==> src/rtl/alu_share_arbiter.sv <==
// alu_share_arbiter: shares one ALU between NUM_REQ requesters.
//
// Contents (in order):
//   risc_v_32i        - package: datapath widths and ALU op codes
//   ALU               - combinational ALU (A, B, sel -> result)
//   alu_share_arbiter - round-robin IDLE/EXEC/RESP sequencer around one ALU
//
// alu_share_arbiter ports:
//   clk, rst      clock (rising edge), asynchronous active-high reset
//   req_valid     per-requester request valid
//   req_ready     per-requester request accepted this cycle (IDLE only)
//   req_a, req_b  packed operands, slice i belongs to requester i
//   req_sel       packed ALU op codes, slice i belongs to requester i
//   rsp_valid     one-hot (or zero) result valid
//   rsp_ready     per-requester result consume
//   rsp_result    result for the requester flagged in rsp_valid
//   busy          high whenever the sequencer is not IDLE
//   grant_id      requester owning the ALU; valid while busy

package risc_v_32i;
    localparam int REG_SIZE    = 32;
    localparam int ALU_SEL_LEN = 4;
    localparam int SHAMT_W     = $clog2(REG_SIZE);

    localparam logic [ALU_SEL_LEN-1:0] OP_ADD = 4'd0;
    localparam logic [ALU_SEL_LEN-1:0] OP_SUB = 4'd1;
    localparam logic [ALU_SEL_LEN-1:0] OP_AND = 4'd2;
    localparam logic [ALU_SEL_LEN-1:0] OP_OR  = 4'd3;
    localparam logic [ALU_SEL_LEN-1:0] OP_XOR = 4'd4;
    localparam logic [ALU_SEL_LEN-1:0] OP_LSL = 4'd5;
    localparam logic [ALU_SEL_LEN-1:0] OP_LSR = 4'd6;
endpackage

// Combinational ALU. Shift amount is the low SHAMT_W bits of B;
// unlisted op codes produce zero.
module ALU
    import risc_v_32i::*;
(
    input  logic [REG_SIZE-1:0]    A,
    input  logic [REG_SIZE-1:0]    B,
    input  logic [ALU_SEL_LEN-1:0] sel,
    output logic [REG_SIZE-1:0]    result
);
    always_comb begin
        result = '0;
        case (sel)
            OP_ADD:  result = A + B;
            OP_SUB:  result = A - B;
            OP_AND:  result = A & B;
            OP_OR:   result = A | B;
            OP_XOR:  result = A ^ B;
            OP_LSL:  result = A << B[SHAMT_W-1:0];
            OP_LSR:  result = A >> B[SHAMT_W-1:0];
            default: result = '0;
        endcase
    end
endmodule

module alu_share_arbiter
    import risc_v_32i::*;
#(
    parameter  int NUM_REQ = 2,
    localparam int ID_W    = $clog2(NUM_REQ)
) (
    input  logic                           clk,
    input  logic                           rst,
    input  logic [NUM_REQ-1:0]             req_valid,
    output logic [NUM_REQ-1:0]             req_ready,
    input  logic [NUM_REQ*REG_SIZE-1:0]    req_a,
    input  logic [NUM_REQ*REG_SIZE-1:0]    req_b,
    input  logic [NUM_REQ*ALU_SEL_LEN-1:0] req_sel,
    output logic [NUM_REQ-1:0]             rsp_valid,
    input  logic [NUM_REQ-1:0]             rsp_ready,
    output logic [REG_SIZE-1:0]            rsp_result,
    output logic                           busy,
    output logic [ID_W-1:0]                grant_id
);
    typedef enum logic [1:0] {IDLE, EXEC, RESP} state_t;

    state_t                 state, state_nxt;
    logic [ID_W-1:0]        rr_ptr;
    logic [REG_SIZE-1:0]    op_a, op_b, alu_result;
    logic [ALU_SEL_LEN-1:0] op_sel;

    logic                   found;
    logic [ID_W-1:0]        winner;
    logic [ID_W:0]          rot_sum;
    logic [ID_W-1:0]        rot_idx;
    logic [REG_SIZE-1:0]    win_a, win_b;
    logic [ALU_SEL_LEN-1:0] win_sel;
    logic                   rsp_hs;

    // Round-robin search starting at rr_ptr, wrapping modulo NUM_REQ
    // (NUM_REQ need not be a power of two, so wrap explicitly).
    always_comb begin
        found   = 1'b0;
        winner  = '0;
        rot_sum = '0;
        rot_idx = '0;
        for (int k = 0; k < NUM_REQ; k++) begin
            rot_sum = {1'b0, rr_ptr} + (ID_W+1)'(k);
            if (rot_sum >= (ID_W+1)'(NUM_REQ))
                rot_sum = rot_sum - (ID_W+1)'(NUM_REQ);
            rot_idx = rot_sum[ID_W-1:0];
            if (!found && req_valid[rot_idx]) begin
                found  = 1'b1;
                winner = rot_idx;
            end
        end
    end

    // Operand mux for the winning requester.
    always_comb begin
        win_a   = '0;
        win_b   = '0;
        win_sel = '0;
        for (int i = 0; i < NUM_REQ; i++) begin
            if (winner == ID_W'(i)) begin
                win_a   = req_a[i*REG_SIZE +: REG_SIZE];
                win_b   = req_b[i*REG_SIZE +: REG_SIZE];
                win_sel = req_sel[i*ALU_SEL_LEN +: ALU_SEL_LEN];
            end
        end
    end

    always_comb begin
        req_ready = '0;
        rsp_valid = '0;
        for (int i = 0; i < NUM_REQ; i++) begin
            req_ready[i] = (state == IDLE) && found && (winner == ID_W'(i));
            rsp_valid[i] = (state == RESP) && (grant_id == ID_W'(i));
        end
    end

    // Only the granted requester's rsp_ready matters.
    assign rsp_hs = (state == RESP) && rsp_ready[grant_id];
    assign busy   = (state != IDLE);

    always_comb begin
        state_nxt = state;
        case (state)
            IDLE:    if (found) state_nxt = EXEC;
            EXEC:    state_nxt = RESP;
            RESP:    if (rsp_hs) state_nxt = IDLE;
            default: state_nxt = IDLE;
        endcase
    end

    always_ff @(posedge clk or posedge rst) begin
        if (rst) begin
            state      <= IDLE;
            rr_ptr     <= '0;
            grant_id   <= '0;
            op_a       <= '0;
            op_b       <= '0;
            op_sel     <= '0;
            rsp_result <= '0;
        end else begin
            state <= state_nxt;
            if (state == IDLE && found) begin
                op_a     <= win_a;
                op_b     <= win_b;
                op_sel   <= win_sel;
                grant_id <= winner;
            end
            if (state == EXEC)
                rsp_result <= alu_result;
            // Pointer moves only on a completed response, so a requester
            // that keeps valid high cannot win twice in a row over others.
            if (rsp_hs)
                rr_ptr <= (grant_id == ID_W'(NUM_REQ-1)) ? '0 : grant_id + 1'b1;
        end
    end

    // ALU sees only the latched operands, never the live request ports.
    ALU u_alu (
        .A      (op_a),
        .B      (op_b),
        .sel    (op_sel),
        .result (alu_result)
    );
endmodule

==> config.mk <==
export PLATFORM = sky130hd
export DESIGN_NAME = alu_share_arbiter
export DESIGN_NICKNAME = d
export VERILOG_FILES = /design/src/rtl/alu_share_arbiter.sv
export SDC_FILE = /design/constraint.sdc
export NUM_CORES = 1
export LEC_CHECK = 0
export ABC_CLOCK_PERIOD_IN_PS = 4140
export BUFFER_PORTS_ARGS = -buffer_cell sky130_fd_sc_hd__buf_4
export CELL_PAD_IN_SITES_DETAIL_PLACEMENT = 0
export CELL_PAD_IN_SITES_GLOBAL_PLACEMENT = 1
export CORE_MARGIN = 2
export CORE_UTILIZATION = 30
export DETAILED_ROUTE_END_ITERATION = 10
export MAX_ROUTING_LAYER = met4
export PLACE_DENSITY = 0.72
export SLEW_MARGIN = 20
export SYNTH_ARGS = -nofsm -noshare
export SYNTH_HDL_FRONTEND = slang
export SYNTH_HIERARCHICAL = 1
export SYNTH_SLANG_ARGS = --single-unit
==> constraint.sdc <==
create_clock -name clk -period 4.14 [get_ports clk]
set_input_delay 0.621 -clock clk [delete_from_list [all_inputs] [get_ports clk]]
set_output_delay 0.621 -clock clk [all_outputs]
set_load 0.02 [all_outputs]
==> results.py <==
metrics = {
    "logic_synthesis": {
        "yosys_warnings": 6,
        "yosys.cell_types.count": 81,
        "yosysSeqAreaShare_pct": 21.6,
        "synth_area_leaders": "dfrtp_1 (22%), ha_1 (10%), a221o_1 (6.1%)",
        "async_reset_ff_share_pct": 100,
        "syn_inst": 1428,
        "ys_seq_elements": 104,
        "synth_top_cell_by_area": "dfrtp_1",
        "syn_area_per_cell_sq_um": 8.45,
        "synth-edff-count": 0,
        "synth_top_area_share_pct": 21.6,
        "synth-main-ff-cell": "dfrtp_1",
        "netlist_area_sq_um": 12100,
        "syn_nets": 1668,
    },
    "finish": {
        "layout_common_cells": "buf_4 (296), nor2_1 (145), a21oi_1 (107)",
        "fin_area_sq_um": 14900,
        "layout_commonest_cell": "buf_4",
        "n_antenna_cell": 0,
        "layout.nets": 1859,
        "layoutNonFillerInstCount": 2148,
        "fillers": 4106,
        "multi_input_area_sq_um": 8810,
        "drive_gt1_share_pct": 26.7,
        "area_delta_synth_final_pct": 23.5,
        "seqCellArea_sq_um": 2610,
    },
    "detailed_routing": {
        "drt-initial-drc-count": 1403,
        "post_drt_wl_per_cell_um": 25.4,
        "drt_pass1_iterations": 6,
        "route.final.wire_length_um": 54500,
        "via_count": 12700,
        "ant_nets": 0,
        "route.detailed.drc": 0,
        "viasPerCell": 5.93,
    },
    "critical_path": {
        "timing.rr.start": "op_b[11]$_DFFE_PP0P_",
        "crit_family": "compound AO/OA/AOI/OAI gates",
        "required_ns": 4.39,
        "worstPathCellList": "or3_4, nor4_4, nor3b_4, a21oi_1, xnor2_1, ha_4, a21oi_4, o21ai_2, a221o_1, a21o_1, a31oi_4, xor2_1, o2111ai_2, mux2_4",
        "arrival_ns": 4.39,
        "crit_path_start_kind": "flip-flop",
        "path_class": "reg -> reg",
        "cp.depth": 14,
        "critPathSlowestCell": "dfrtp_2",
        "crit_fanout": 6,
        "cp-end-kind": "flip-flop",
        "max_stage_delay_ns": 0.42,
        "reg2regPathDepth": 14,
        "critPathBufInv": 0,
        "setup.worst_path.start": "op_b[11]$_DFFE_PP0P_",
    },
    "global_routing": {
        "gr-total-overflow": 0,
        "antenna_found_initial": 0,
        "grt_pass1_wl_um": 81000,
        "grt_pass1_vias": 12400,
        "grt_max_degree": 88,
        "grt_util_all_layers_pct": 26.7,
    },
    "sta": {
        "rsz0062_at_grt": "true",
        "setup_viol": 1,
        "fin_tns_setup_ns": -0.00102,
        "fin_ws_ns": -0.00102,
        "finClkSkew_ns": 0.0146,
        "hold_slack_ns": 0.271,
        "hold_violations": 0,
        "tightest_slew_ns": 1.11,
        "min_period_over_period_pct": 100,
        "drv_slew": 0,
        "max_freq_mhz": 241,
        "min_period_ns": 4.14,
        "maxSlewHeadroom_pct": 26.0,
    },
    "outcome": {
        "run_status": "complete, but fails checks",
        "violations": "setup timing",
    },
    "die": {
        "dieArea_sq_um": 41800,
        "rows": 73,
        "start_util_pct": 30.4,
        "io_pins": 180,
        "die_y_um": 205,
        "fp.dieW_um": 205,
        "core-area_sq_um": 39700,
    },
    "flow_run": {
        "maxCapViolCount": 0,
    },
    "hold_path": {
        "holdCritPathClass": "in -> async",
    },
    "clock_tree": {
        "holdBufCountCts": 0,
        "clk-insertion-delay-late_ns": 0.37,
        "clockBufferDepth": 2,
        "cts.sinks": 104,
        "cts_buffers": 9,
        "cts-htree-levels": 3,
        "clk_pin_slew_ns": 0.08,
        "cts-root-buf": "clkbuf_16",
        "tritoncts": "done",
    },
    "place": {
        "dp_cells": 2124,
        "dpl.hpwl_um": 42600,
        "place.gp.congestion": 0.997,
        "io_buffers": 179,
        "placed_area_sq_um": 14300,
    },
}
## through the flow
stage               utilization (%)  worst slack (ns)
floorplan                         -            0.0668
global placement               36.1            -0.553
detailed placement             36.1            -0.505
CTS                            37.1            0.0106
global route                   37.5           -0.0517
finish                         37.5          -0.00102
## final timing paths
kind / endpoint / slack, ns
hold / removal: op_b[27]$_DFFE_PP0P_ / 0.27
hold reg to reg: rsp_result[20]$_DFFE_PP0N_ / 0.50
min in group clk: op_a[30]$_DFFE_PP0P_ / 0.48
max in group asynchronous: op_b[11]$_DFFE_PP0P_ / 2.95
setup reg to reg: rsp_result[26]$_DFFE_PP0N_ / -0.001
setup / recovery: rsp_result[26]$_DFFE_PP0N_ / -0.001
## per-layer routing
| layer | vias to the layer above | track usage, % | part of all wire (%) |
|---|---|---|---|
| met5 | - | - | 0 |
| met4 | 0 | 15.8 | 6.5 |
| met3 | 129 | 3.71 | 7.3 |
| met2 | 677 | 40.9 | 45 |
| met1 | 6212 | 33.5 | 41 |
| li1 | 5722 | - | - |
## timing repair
action / 4_1_cts / 5_1_grt
endpoints found under the setup margin: 9 / 12
buffers inserted: 6 / 4
pin swaps: 6 / 18
resized for setup: 16 / 34
## flip-flops by register name, summed over array words and instances, names as in the netlist
register	cells
op_a	32
op_b	32
rsp_result	32
op_sel	4
state	2
grant_id	1
rr_ptr	1
## area by class of cell
type / count / area share, %
repair buffers: 296 / 14.9
multi-input cells: 1123 / 59.1
well taps: 525 / 4.41
inverters: 85 / 2.16
clock inverters: 3 / 0.311
clock buffers: 12 / 1.59
flip-flops and latches: 104 / 17.5
## cell families (layout without fill, tap and decap cells)
group	after synthesis	in the layout	synth area share, %
xor+xnor	57	57	4.14
simple gates	332	332	12.6
flops	104	104	21.6
buf+inv	201	396	7.33
mux	128	128	14.2
compound gates	508	508	29.9
fa+ha+maj	98	98	10.2
## cell usage after synthesis, types with 29 or more instances
library cell / instances
xnor2_1: 43
mux4_2: 31
o21a_1: 71
buf_2: 29
mux2_2: 33
a221o_1: 73
dfrtp_1: 104
a21oi_1: 116
ha_1: 97
nor2_1: 146
inv_1: 82
o21ai_0: 74
mux2i_1: 63
nand2_1: 96
clkbuf_1: 65
Power is left out: the tool's default activity adds up to more than one toggle a clock period on the data nets, which glitch-free logic cannot reach.
